**config.mk**
```make
export PLATFORM = sky130hd
export DESIGN_NAME = reg_file_param
export DESIGN_NICKNAME = d
export VERILOG_FILES = /design/src/rtl/reg_file_param.sv
export SDC_FILE = /design/constraint.sdc
export NUM_CORES = 2
export LEC_CHECK = 0
export BUFFER_PORTS_ARGS = -buffer_cell sky130_fd_sc_hd__buf_2
export CORE_ASPECT_RATIO = 1.4
export CORE_MARGIN = 1
export CORE_UTILIZATION = 45
export DETAILED_ROUTE_END_ITERATION = 10
export HOLD_SLACK_MARGIN = 0.08
export PLACE_DENSITY_LB_ADDON = 0.05
export RECOVER_POWER = 25
export SLEW_MARGIN = 20
export SYNTH_ARGS = -nofsm -noshare
export SYNTH_HDL_FRONTEND = slang
export SYNTH_SLANG_ARGS = --single-unit
```
**constraint.sdc**
```tcl
create_clock -name clock -period 7 [get_ports clock]
set_input_delay 0.7 -clock clock [delete_from_list [all_inputs] [get_ports clock]]
set_output_delay 0.7 -clock clock [all_outputs]
set_load 0.005 [all_outputs]
```
**src/rtl/reg_file_param.sv**
```systemverilog
// Two-read/one-write register file with registered reads, write-first bypass and a post-reset clear sweep.
// Reads return data 1 cycle after the request. Traffic is accepted only while ready=1. Optional macro: REG_FILE_ZERO_REG_EN (entry 0 reads as zero).
module reg_file_param #(
  parameter int                DATA_W    = 16,
  parameter int                ADDR_W    = 8,
  parameter logic [DATA_W-1:0] CLEAR_VAL = '0
) (
  input  logic              clock,
  input  logic              reset_n,
  input  logic              clear_req,
  output logic              ready,
  input  logic              write_ctrl,
  input  logic [ADDR_W-1:0] write_addr,
  input  logic [DATA_W-1:0] write_data,
  input  logic              r1_en,
  input  logic [ADDR_W-1:0] r1_addr,
  output logic [DATA_W-1:0] r1_out,
  output logic              r1_valid,
  input  logic              r2_en,
  input  logic [ADDR_W-1:0] r2_addr,
  output logic [DATA_W-1:0] r2_out,
  output logic              r2_valid
);

  localparam int              DEPTH    = 1 << ADDR_W;
  localparam logic [ADDR_W:0] LAST_PTR = (ADDR_W+1)'(DEPTH - 1);

  typedef enum logic {ST_INIT, ST_RUN} state_e;

  state_e              state_q, state_d;
  logic [ADDR_W:0]     clear_ptr_q, clear_ptr_d;
  logic                ready_q, ready_d;
  logic [DATA_W-1:0]   r1_out_q, r1_out_d;
  logic [DATA_W-1:0]   r2_out_q, r2_out_d;
  logic                r1_valid_q, r1_valid_d;
  logic                r2_valid_q, r2_valid_d;

  logic                mem_we;
  logic [ADDR_W-1:0]   mem_waddr;
  logic [DATA_W-1:0]   mem_wdata;
  logic [DATA_W-1:0]   mem_q [DEPTH];

  logic [DATA_W-1:0]   r1_rd_dat;
  logic [DATA_W-1:0]   r2_rd_dat;

  // Write-first: a same-edge write to the read address is forwarded.
  always_comb begin
    r1_rd_dat = (write_ctrl && (write_addr == r1_addr)) ? write_data : mem_q[r1_addr];
    r2_rd_dat = (write_ctrl && (write_addr == r2_addr)) ? write_data : mem_q[r2_addr];
`ifdef REG_FILE_ZERO_REG_EN
    if (r1_addr == '0) r1_rd_dat = '0;
    if (r2_addr == '0) r2_rd_dat = '0;
`endif
  end

  always_comb begin
    state_d     = state_q;
    clear_ptr_d = clear_ptr_q;
    ready_d     = ready_q;
    r1_out_d    = r1_out_q;
    r2_out_d    = r2_out_q;
    r1_valid_d  = 1'b0;
    r2_valid_d  = 1'b0;
    mem_we      = 1'b0;
    mem_waddr   = write_addr;
    mem_wdata   = write_data;

    case (state_q)
      ST_INIT: begin
        mem_we      = 1'b1;
        mem_waddr   = clear_ptr_q[ADDR_W-1:0];
        mem_wdata   = CLEAR_VAL;
        clear_ptr_d = clear_ptr_q + 1'b1;
        if (clear_ptr_q == LAST_PTR) begin
          state_d = ST_RUN;
          ready_d = 1'b1;
        end
      end
      ST_RUN: begin
        // A clear request drops the same-cycle write but still services reads.
        mem_we = write_ctrl && !clear_req;
`ifdef REG_FILE_ZERO_REG_EN
        if (write_addr == '0) mem_we = 1'b0;
`endif
        if (r1_en) begin
          r1_out_d   = r1_rd_dat;
          r1_valid_d = 1'b1;
        end
        if (r2_en) begin
          r2_out_d   = r2_rd_dat;
          r2_valid_d = 1'b1;
        end
        if (clear_req) begin
          state_d     = ST_INIT;
          clear_ptr_d = '0;
          ready_d     = 1'b0;
        end
      end
      default: begin
        state_d     = ST_INIT;
        clear_ptr_d = '0;
        ready_d     = 1'b0;
      end
    endcase
  end

  always_ff @(posedge clock or negedge reset_n) begin
    if (!reset_n) begin
      state_q     <= ST_INIT;
      clear_ptr_q <= '0;
      ready_q     <= 1'b0;
      r1_out_q    <= '0;
      r2_out_q    <= '0;
      r1_valid_q  <= 1'b0;
      r2_valid_q  <= 1'b0;
    end else begin
      state_q     <= state_d;
      clear_ptr_q <= clear_ptr_d;
      ready_q     <= ready_d;
      r1_out_q    <= r1_out_d;
      r2_out_q    <= r2_out_d;
      r1_valid_q  <= r1_valid_d;
      r2_valid_q  <= r2_valid_d;
    end
  end

  // Storage has no reset; the sweep initialises it.
  always_ff @(posedge clock) begin
    if (mem_we) mem_q[mem_waddr] <= mem_wdata;
  end

  assign ready    = ready_q;
  assign r1_out   = r1_out_q;
  assign r2_out   = r2_out_q;
  assign r1_valid = r1_valid_q;
  assign r2_valid = r2_valid_q;

endmodule

```
* After elaboration in Yosys (flattened, before gate mapping)
Memory sizes are Yosys's and may differ from the RTL's.
Cells that the tools add are included.
** Operators by class
- Add/subtract/negate cells :: 1
- Equal/unequal tests :: 5
- Muxes and demuxes :: 19
- Bitwise gates (word level) :: 1
- Reduce and logical (&&, ||, !) cells :: 7
** Operator list (number)
- two-way mux 16 bit :: 3
- one-hot mux 9 bit (2 select lines) :: 1
- == test 8 bit :: 2
- two-way mux 1 bit :: 10
- adder 9 x 1 -> 9 bit, second input constant :: 1
- == test 9 x 8 -> 1 bit, second input constant :: 1
- two-way mux 9 bit :: 1
- two-way mux 8 bit :: 1
- one-hot mux 1 bit (2 select lines) :: 3
- AND reduction 2 bit :: 3
- != test 2 bit, second input constant :: 2
- logical AND 1 bit :: 3
- zero test 1 bit :: 1
- inverter 1 bit :: 1
** Word-level totals
- Flip-flop bits (word level) :: 45
- Memory bits (writable) :: 4096
- Bits of input ports :: 46
- Output and inout port bits :: 35
- Word-level logic and storage cells :: 41
- Memories kept :: 1
** Memory list
- mem_q :: depth 256, width 16, rd ports 2, clocked after memory_dff 0, write ports 1, RTL line 41 : logic [DATA_W-1:0] mem_q [DEPTH];

* Logic depth before layout (Yosys ltp)
- Depth after elaboration :: 5
- Gate-level depth with buffers :: 13
- Depth with buffers taken out :: 7

* Worst setup path before layout
No wires, ideal clock.
- Kind :: reg-to-reg
- Start :: reg state_q
- End :: mem mem_q[0][0] (data pin)
- Library setup time :: 866 ps
- Arrival :: 4667 ps
- Data required time :: 6134 ps
- Setup slack :: 1466 ps
- Stages on the path, launching flop included :: 6
- Path buffers :: 4
- Clock period less this slack :: 5534 ps
- Path through :: dfrtp_1 clkbuf_1 clkbuf_1 buf_1 buf_1 and2_1
** Between the ends
- Cells in the longest elaborated chain, start to end :: 1
** RTL lines
- from (decl) :: RTL line 30 : state_e state_q, state_d;
- from (signal assigned) :: RTL line 117 : state_q <= state_d;
- two-way mux 16 bit :: RTL line 68 : case (state_q)
- via mem_wdata[0] :: RTL line 40 : logic [DATA_W-1:0] mem_wdata;
- to (decl) :: RTL line 41
The timed path passes the listed nets, and every way through them passes these cells.

* Final worst setup path
- Start :: reg state_q
- End :: mem mem_q[171][6] (data pin)
The elaborated chain is that of the path after synthesis.

==> metrics list <==
* Min Clock Period, post-route: 5.58 ns
- The number of global-route vias before repair was 118000.
* Effective utilization at floorplan: 45.2%
* Inserted Clock Buffers: 417
- Area added between synthesis and finish: 12.4%
* Number of enable-type register cells in the synthesized netlist: 4096
- Reg2reg path depth: 4
- The checks that failed: capacitance limit, slew limit.
- The initial antenna violation count came to 75.
* Cell at the root of the clock tree: clkbuf_16
- Total negative setup slack: 0 ns
- Start point of the critical path: state_q$_DFF_PN0_
- Sequential elements use 64.4% of the synthesized area.
- Worst slew margin relative to its limit: -157%
* VDD IR max: 0.000215 V
- In this run the worst path has a maximum fanout of 124.
- Power Density: 263 mW/mm^2
- Post-Place Cell Area: 0.203 sq mm
* Total number of yosys warnings: 0
- In this run the cell area of the synthesized design comes to 0.193 sq mm.
- The total overflow left after global routing is 0.
- WS Path Type: flip-flop to flip-flop
- At the later pin of the worst-skew pair, clock insertion delay measures 1.08 ns.
- Counting instances, the worst hold path has a depth of 3.
- Synth unique cells: 82
* Outcome: finished with violations
- WP data arrival: 6.29 ns
- Crit path capture type: flip-flop
- The number of hold violations in the final report is 0.
- Final slew viol count: 910
* Worst path required time: 7.71 ns
* Number of search-and-repair iterations in the first detailed-routing pass: 6
- After synthesis the netlist holds a flip-flop and latch count of 4141.
* Share of flip-flops with an asynchronous set or reset after synthesis: 1.09%
- After the last flow step, the layout net total stands at 10800.
* Global-route wire length before repair: 1050 mm
* Half-perimeter wire length of the detailed placement result: 516 mm
- Pin count of the biggest net entering global routing: 193
* Top library cells by usage in the layout, fill and taps aside: edfxtp_1, mux4_2, mux2i_1
- Number of nets with antenna violations after routing: 0
* Endpoint of the most critical register-to-register path: mem_q[171][6]$_DFFE_PP_
* Per-cell via count in the routed design: 6.94
* Design Area, Final: 0.217 sq mm
- Clock-pin slew of the registers on the worst-case setup and hold paths: 0.07 ns
- Cells after synthesis: 10500
- Smallest setup slack after layout: 1.42 ns
* Crit start category: flip-flop
- The die covers 0.431 sq mm.
- 81 I/O pins were placed.
* Clock tree skew after final layout: 0.0938 ns
- Among all flip-flop cells after synthesis, the most frequent one is edfxtp_1.
- Setup violations remaining at the end of the flow were counted as 0.
- Layout cell share with drive strength beyond 1: 28.8%
* Number of buffers on the longest clock path: 4
- Actual transition at the worst max-transition pin: 3.86 ns
- Post-Synthesis Net Count: 10500
* Number of DRC violations after detailed-routing iteration 0: 15600
* Place WS: 1.81 ns
- Ratio of final minimum period to clock period: 79.8%
- Count of clock tree sinks: 4141
- Quantity of gates resized following cts: 0
* Worst-case hold path end point: r1_out[14]$_DFFE_PN0P_
- Die Y: 776 um
- Number of cell rows: 284
- After detailed routing, the number of remaining DRC violations is 0.
- The average instance in the mapped netlist occupies 18.4 sq um.
* Commonest non-fill, non-tap cell in the layout: edfxtp_1
- Critical R2R Launch: state_q$_DFF_PN0_
* Number of maximum-capacitance constraint violations: 19
- IO buf count: 80
* Total wirelength of the detailed-routed design: 788 mm
* LEAKAGE: 70.7 nW
- Derived from the worst setup path, the maximum achievable clock frequency is 0.179 GHz.
- Routability-driven placement finished with a final weighted congestion of 1.01.
- Internal reg-to-reg setup slack: 1.42 ns
- The H-tree was split into 5 levels.
- Across all layers, the routed design uses 117000 vias.
* TritonCTS clock tree: yes
* Routed wire length per instance: 46.6 um
- Unrepaired setup endpoints after global routing: false
- Path class of the lowest-slack min-delay path: input port to flip-flop
* Die extent in x: 555 um
- The startpoint identified for the worst hold timing path is write_data[14].
- GR Util All Layers: 36.3%
- Area inside the core boundary: 0.427 sq mm
==> per-layer routing <==
metal  wire [um]  track usage, %
met5         472               0
met1      268000            42.2
met3       69800            8.23
met2      372000            58.0
met4       77600            29.1
==> Yosys cell counts (all sizes together) (12+ instances only) <==
cell type	instances	area share, %
edfxtp	4096	64
mux4	1486	17
mux2i	1305	6.8
a22oi	730	2.8
buf	583	2.2
nor2	345	0.67
clkbuf	259	0.51
nand2	222	0.43
o22ai	181	0.59
nand4	154	0.50
nand3	109	0.29
a21oi	89	0.23
o21ai	87	0.23
nor3	86	0.22
a22o	66	0.30
and2	54	0.18
dfrtp	45	0.58
o211ai	42	0.16
a31oi	39	0.13
a221oi	37	0.17
a211oi	36	0.14
nor2b	34	0.11
nor4	34	0.12
o221ai	33	0.15
a2111oi	26	0.13
nand2b	23	0.075
inv	21	0.041
a311oi	20	0.091
and3	19	0.062
o2111ai	18	0.082
o31ai	18	0.075
or3	13	0.042
and4b	12	0.062
==> worst max path at each step <==
stage,to
2_1_floorplan,mem_q[0][0]$_DFFE_PP_
3_3_place_gp,r2_out[8]$_DFFE_PN0P_
3_5_place_dp,r2_out[7]$_DFFE_PN0P_
4_1_cts,mem_q[128][7]$_DFFE_PP_
5_1_grt,mem_q[8][0]$_DFFE_PP_
6_report,mem_q[171][6]$_DFFE_PP_
==> worst max-delay path: stages (launching register included) <==
cell,delay (ns)
dfrtp_1,1.02
buf_4,0.52
and2_1,2.50
buf_12,0.30
buf_16,0.30
==> logic make-up (layout without fill, tap and decap cells) <==
| family | count (synthesis) | in the layout | share of synthesized area [%] |
|---|---|---|---|
| and+or+nand+nor | 1155 | 1155 | 3.02 |
| other | 0 | 66 | 0 |
| xor gates and xnor gates | 20 | 20 | 0.0909 |
| AOI/OAI and AO/OA | 1475 | 1475 | 5.57 |
| muxes | 2800 | 2800 | 24.2 |
| buffers and inverters | 865 | 1533 | 2.71 |
| DFF | 4141 | 4141 | 64.4 |
| adders and majority gates | 2 | 2 | 0.0130 |
==> final cells by class <==
| type | instances | area, sq um |
|---|---|---|
| Timing Repair Buffer | 742 | 6210 |
| Inverter | 22 | 85.1 |
| Multi-Input combinational cell | 5452 | 65300 |
| Clock inverter | 262 | 2740 |
| Antenna cell | 66 | 165 |
| Clock buffer | 507 | 11000 |
| Tap cell | 5720 | 7160 |
| Sequential cell | 4141 | 124000 |
| Fill cell | 34700 | 210000 |
==> report_power, final <==
group | leakage [nW] | internal [W] | switching (W)
Sequential | 38.5 | 0.0275 | 0.000355
Clock | 6.68 | 0.0128 | 0.0102
Combinational | 25.5 | 0.00191 | 0.00423
Total | 70.7 | 0.0422 | 0.0148
==> metrics by stage <==
stage	utilization [%]	cells	hold WS (ns)	power, W
floorplan	-	10500	0.404	0.0313
global placement	47.4	16000	0.491	0.0343
detailed placement	47.5	16100	0.495	0.0343
CTS	50.7	16800	0.0991	0.0570
global route	50.8	16900	0.188	0.0581
finish	50.8	16900	0.226	0.0570
==> flip-flops by register name, indices dropped and copies added, names as in the netlist <==
name	cells
mem_q	4096
r1_out	16
r2_out	16
clear_ptr_q	9
r1_valid	1
r2_valid	1
ready	1
state_q	1
==> what timing repair did <==
action / CTS / global route
hold buffers: 12 / 0
endpoints found under the setup margin: 0 / 0
hold endpoints to repair: 63 / 0
buffers inserted: 0 / 0
Note: power is estimated with default switching activity, not from simulation.
